`src/rtl/vram_arbiter.sv`:
```
// vram_arbiter: shares the single-port synchronous video RAM between the
// display fetch path and the CPU bus.
//
// - Video fetches have absolute priority and a fixed one-cycle latency.
// - CPU accesses use a req/ack handshake and fill the idle memory cycles.
// - A CPU access takes two cycles: a grant cycle and an ack cycle.
//   The port is free for video during the ack cycle.
//
// Optional feature, enabled by defining VRAM_WAIT_STATS_EN:
// - Adds parameter WAIT_W and output cpu_wait_max.
// - cpu_wait_max is the longest run of consecutive cycles in which a CPU
//   request was stalled by video, saturating at all-ones.
module vram_arbiter #(
  parameter int ADDR_W = 11,
  parameter int DATA_W = 8
`ifdef VRAM_WAIT_STATS_EN
  ,
  parameter int WAIT_W = 8
`endif
) (
  input  logic              clk,
  input  logic              reset_n,
  input  logic              vid_req,
  input  logic [ADDR_W-1:0] vid_addr,
  output logic [DATA_W-1:0] vid_data,
  output logic              vid_valid,
  input  logic              cpu_req,
  input  logic              cpu_we,
  input  logic [ADDR_W-1:0] cpu_addr,
  input  logic [DATA_W-1:0] cpu_wdata,
  output logic              cpu_ack,
  output logic [DATA_W-1:0] cpu_rdata,
  output logic [ADDR_W-1:0] mem_addr,
  output logic              mem_we,
  output logic [DATA_W-1:0] mem_wdata,
  input  logic [DATA_W-1:0] mem_rdata
`ifdef VRAM_WAIT_STATS_EN
  ,
  output logic [WAIT_W-1:0] cpu_wait_max
`endif
);

  typedef enum logic {
    IDLE  = 1'b0,
    GRANT = 1'b1
  } state_t;

  state_t            state;
  state_t            stateNext;
  logic              vidGrant;
  logic              cpuGrant;
  logic [ADDR_W-1:0] lastAddr;
  logic [DATA_W-1:0] vidDataHold;
  logic [DATA_W-1:0] cpuRdataHold;

  // Per-cycle grant and RAM port drive: video always wins, and the CPU only
  // gets cycles in IDLE. Grants are gated by reset_n so the RAM port shows
  // its reset values (and never writes) while reset is held.
  always_comb begin
    // NOTE: every output of a combinational block gets a default first, so no
    // path through the if/else can leave it unassigned and infer a latch.
    vidGrant  = reset_n & vid_req;
    cpuGrant  = reset_n & ~vid_req & cpu_req & (state == IDLE);
    mem_addr  = lastAddr;
    mem_we    = 1'b0;
    mem_wdata = '0;
    if (vidGrant) begin
      mem_addr = vid_addr;
    end else if (cpuGrant) begin
      mem_addr  = cpu_addr;
      mem_we    = cpu_we;
      mem_wdata = cpu_wdata;
    end
  end

  // CPU FSM next state: a grant moves to GRANT, and GRANT always lasts one cycle.
  always_comb begin
    stateNext = state;
    case (state)
      IDLE:    if (cpuGrant) stateNext = GRANT;
      GRANT:   stateNext = IDLE;
      default: stateNext = IDLE;
    endcase
  end

  // State register. Reset mid-GRANT drops the pending ack.
  always_ff @(posedge clk or negedge reset_n) begin
    // NOTE: sequential state uses non-blocking assignments, so every flop
    // samples pre-edge values regardless of block ordering.
    if (!reset_n) state <= IDLE;
    else          state <= stateNext;
  end

  // Pipeline flag for video. The RAM port address is held while the port is unowned.
  always_ff @(posedge clk or negedge reset_n) begin
    if (!reset_n) begin
      vid_valid <= 1'b0;
      lastAddr  <= '0;
    end else begin
      vid_valid <= vidGrant;
      lastAddr  <= mem_addr;
    end
  end

  // Capture the returned bytes, so each data output holds its value after its strobe.
  always_ff @(posedge clk or negedge reset_n) begin
    if (!reset_n) begin
      vidDataHold  <= '0;
      cpuRdataHold <= '0;
    end else begin
      if (vid_valid) vidDataHold  <= mem_rdata;
      if (cpu_ack)   cpuRdataHold <= mem_rdata;
    end
  end

  // The synchronous RAM returns data one cycle after the address. Each
  // strobe therefore passes mem_rdata straight through in its cycle.
  assign cpu_ack   = (state == GRANT);
  assign cpu_rdata = cpu_ack ? mem_rdata : cpuRdataHold;
  assign vid_data  = vid_valid ? mem_rdata : vidDataHold;

`ifdef VRAM_WAIT_STATS_EN
  logic [WAIT_W-1:0] waitRun;
  logic [WAIT_W-1:0] waitRunNext;
  logic [WAIT_W-1:0] waitMax;
  logic              cpuStall;

  // Length of the current stall run: grows while video blocks a pending CPU
  // request in IDLE. It clears on a CPU grant or when the request goes away.
  always_comb begin
    cpuStall    = cpu_req & vid_req & (state == IDLE);
    waitRunNext = waitRun;
    if (cpuStall) begin
      if (waitRun != '1) waitRunNext = waitRun + 1'b1;
    end else if (cpuGrant || !cpu_req) begin
      waitRunNext = '0;
    end
  end

  // Track the running stall length and its maximum since reset.
  always_ff @(posedge clk or negedge reset_n) begin
    if (!reset_n) begin
      waitRun <= '0;
      waitMax <= '0;
    end else begin
      waitRun <= waitRunNext;
      if (waitRunNext > waitMax) waitMax <= waitRunNext;
    end
  end

  assign cpu_wait_max = waitMax;
`endif

endmodule

```
`config.mk`:
```
export PLATFORM = sky130hd
export DESIGN_NAME = vram_arbiter
export DESIGN_NICKNAME = d
export VERILOG_FILES = /design/src/rtl/vram_arbiter.sv
export SDC_FILE = /design/constraint.sdc
export NUM_CORES = 1
export LEC_CHECK = 0
export ABC_AREA = 0
export CAP_MARGIN = 25
export CORE_ASPECT_RATIO = 1.75
export CORE_MARGIN = 3
export CORE_UTILIZATION = 38
export CTS_BUF_LIST = sky130_fd_sc_hd__clkbuf_4
export DETAILED_ROUTE_END_ITERATION = 12
export PLACE_DENSITY = 0.77
export SETUP_SLACK_MARGIN = 0.05
export SLEW_MARGIN = 20
export SYNTH_ARGS = -nofsm -noshare
export SYNTH_HDL_FRONTEND = slang
export SYNTH_SLANG_ARGS = --single-unit
```
`constraint.sdc`:
```
create_clock -name clk -period 2 [get_ports clk]
set_clock_uncertainty 0.15 [all_clocks]
set_input_delay 0.3 -clock clk [delete_from_list [all_inputs] [get_ports clk]]
set_output_delay 0.3 -clock clk [all_outputs]
set_load 0.02 [all_outputs]
```
==> results.cfg <==
[timing]
worst_slack_ns = -0.05898
total_setup_violations_reported_at_the_end_of_the_flow = 6
report.final.hold_viol_count = 0
fin_hold_ws_ns = 0.05687
rsz_0062_raised_after_global_routing = true
min_period_over_period = 1.029
slew_violations = 0
period_needed_ns = 2.059
maxClockFrequency_ghz = 0.4857
timing.max_slew.rel_slack = 0.7999
worstMarginPinSlew_ns = 0.2991

[die]
core.rowCount = 28
total_die_area_sq_um = 4383
initial_core_util = 0.3983
die_x_microns = 51.35
floorplan_core_area_sq_um = 3433
io-pin-count = 81
chipHeight_microns = 85.36

[cells_and_area]
post-route-util = 0.7493
flow.area_growth_from_synthesis_pct = 88.11
final_common_cell = sky130_fd_sc_hd__clkdlybuf4s50_1
final_design_area_no_fill_sq_um = 2572
antenna-diode-count = 0
finish.net_count = 250
layout-drive-gt1-share = 0.5529
area.sequential_sq_um = 726.9
layout.cells.most_common_list = sky130_fd_sc_hd__clkdlybuf4s50_1, sky130_fd_sc_hd__dfrtp_1, sky130_fd_sc_hd__buf_6
fillCellCount = 248
multi_input_comb_area_sq_um = 734.5

[clock_network]
tritoncts = done
cts_inserted_buffers = 5
cts_num_sinks = 29
cts-root-to-sink-buffers = 2
cts.htree.levels = 2
clkSlewWorstSetupHoldPaths_ns = 0.09
clkLatencyLatePin_ns = 0.33
root_buffer = sky130_fd_sc_hd__clkbuf_4

[global_routing]
grt_overflow_total = 0
grt_use_total = 0.2204
first_pass_grt_wire_length_microns = 7113
vias_in_the_first_global_route = 1388
grt_antenna_before_repair = 0
grt_start_max_net_pins = 22

[pwr]
cellLeakagePower_nw = 1.139
power-per-cell-area_nw_per_um2 = 680.2
vdd_drop_max_mv = 0.4948

[critical_path]
startpoint_class = register
setup.reg_to_reg.worst_slack_ns = 0.48
startpoint_of_the_most_critical_register_to_register_path = cpu_ack
worst_setup_end_kind = primary output
critical_path.reg2reg.endpoint = lastAddr[3]
worstRegToRegCells = 6
cp_data_arrival_time_ns = 1.61
timing_worst_setup_path_type = reg2out
critical_path_peak_fanout = 5
worst_ep_required_time_ns = 1.55

[synthesis]
synth_cell_types = 16
synth_cells = 99
ys.warnings.count = 0
avgSynthCellArea_sq_um = 13.81
synth.yosys.seq_area_share = 0.5306
synthesis.nets = 142
ys_ff_latch = 29
post_synth_instance_area_sq_um = 1368

[detailed_routing]
detail_route.first_pass.iterations = 4
total_wire_length_after_detailed_routing_microns = 4482
antenna_violating_nets_post_route = 0
drc_errors = 0
vias = 1234
drt_iter0_drc = 20
wl_per_cell_microns = 17.72
average_via_count_per_standard_cell = 4.877

[place]
place_area_sq_um = 2262
count_of_port_buffers_added_during_placement = 80
post_placement_setup_slack_ns = -0.5103
hpwl_microns = 3235
gp_congestion = 0.7087

[run_status]
violations_in_the_final_reports = negative setup slack
status = finished, violations left

[hold_path]
worst_hold_path_type = in2async

[flow_run]
timing.max_cap.violations = 0
## synth_stat cells
| master | number | share of area |
|---|---|---|
| sky130_fd_sc_hd__nor3b_4 | 1 | 0.014 |
| sky130_fd_sc_hd__clkbuf_1 | 3 | 0.0082 |
| sky130_fd_sc_hd__a2bb2oi_1 | 1 | 0.0064 |
| sky130_fd_sc_hd__a2bb2oi_2 | 10 | 0.11 |
| sky130_fd_sc_hd__inv_1 | 1 | 0.0027 |
| sky130_fd_sc_hd__dfrtp_1 | 29 | 0.53 |
| sky130_fd_sc_hd__buf_8 | 1 | 0.011 |
| sky130_fd_sc_hd__mux2_2 | 16 | 0.13 |
| sky130_fd_sc_hd__and2_1 | 10 | 0.046 |
| sky130_fd_sc_hd__or2_2 | 3 | 0.014 |
| sky130_fd_sc_hd__or2_1 | 8 | 0.037 |
| sky130_fd_sc_hd__a21boi_4 | 1 | 0.014 |
| sky130_fd_sc_hd__buf_6 | 1 | 0.0082 |
| sky130_fd_sc_hd__buf_2 | 2 | 0.0073 |
| sky130_fd_sc_hd__nand2b_4 | 1 | 0.010 |
| sky130_fd_sc_hd__o22ai_1 | 11 | 0.050 |
## stage by stage
step                total power [mW]  TNS [ns]  cells
floorplan                      1.028         0     99
global placement               1.337    -9.068    229
detailed placement             1.363    -9.962    229
CTS                            1.736  -0.08198    249
global route                   1.836    -1.301    253
finish                         1.750   -0.2661    253
## what timing repair did
action | 4_1_cts | 5_1_grt
resized for setup | 173 | 20
hold buffers | 2 | 0
buffers inserted | 9 | 4
cloned | 1 | 0
endpoints found under the hold margin | 9 | 0
pin swaps | 10 | 4
setup endpoints to repair | 37 | 37
## where the power goes
part           switching, mW  internal, mW
Combinational          0.320         0.385
Clock                  0.207         0.127
Sequential            0.0376         0.674
Total                  0.564          1.19
## cell families (layout without fill, tap and decap cells)
logic type	Yosys count	count (layout)	share of synthesized area
flops	29	29	0.5307
compound gates	23	23	0.1802
simple gates	23	24	0.1199
mux	16	16	0.1317
buf+inv	8	116	0.03750
## final cells by class
class	instances	share of cell area
Clock buffer	5	0.01459
Clock inverter	3	0.004864
Multi-Input combinational cell	63	0.2855
Inverter	1	0.001459
Timing Repair Buffer	107	0.3891
Tap cell	45	0.02189
Sequential cell	29	0.2826
## flip-flops by register name, summed over array words and instances (netlist names)
name and flops:
vidDataHold 8, cpuRdataHold 8, cpu_ack 1, vid_valid 1
lastAddr 11
## worst max-delay path, stage by stage, from the launching register on
cell	delay, ns
sky130_fd_sc_hd__dfrtp_1	0.38
sky130_fd_sc_hd__nand2b_4	0.17
sky130_fd_sc_hd__buf_4	0.16
sky130_fd_sc_hd__nor3b_4	0.26
sky130_fd_sc_hd__and2_1	0.19
sky130_fd_sc_hd__buf_6	0.12
## worst max path at each step
| stage | startpoint | to |
|---|---|---|
| after floorplan | cpu_ack | mem_addr[10] |
| final | cpu_ack | mem_wdata[2] |
| after CTS | cpu_ack | mem_addr[7] |
| after detailed placement | vid_req | mem_wdata[7] |
| after global routing | cpu_ack | mem_wdata[2] |
| after global placement | cpu_req | mem_addr[6] |
## per-layer routing
metal	GRT usage	part of all wire	vias up
met3	0.06327	0.064	12
met4	0.07637	0.022	0
met1	0.1959	0.31	598
li1	-	-	569
met5	0	0	-
met2	0.4418	0.60	55
No activity file was read; power rests on OpenSTA's default activity.
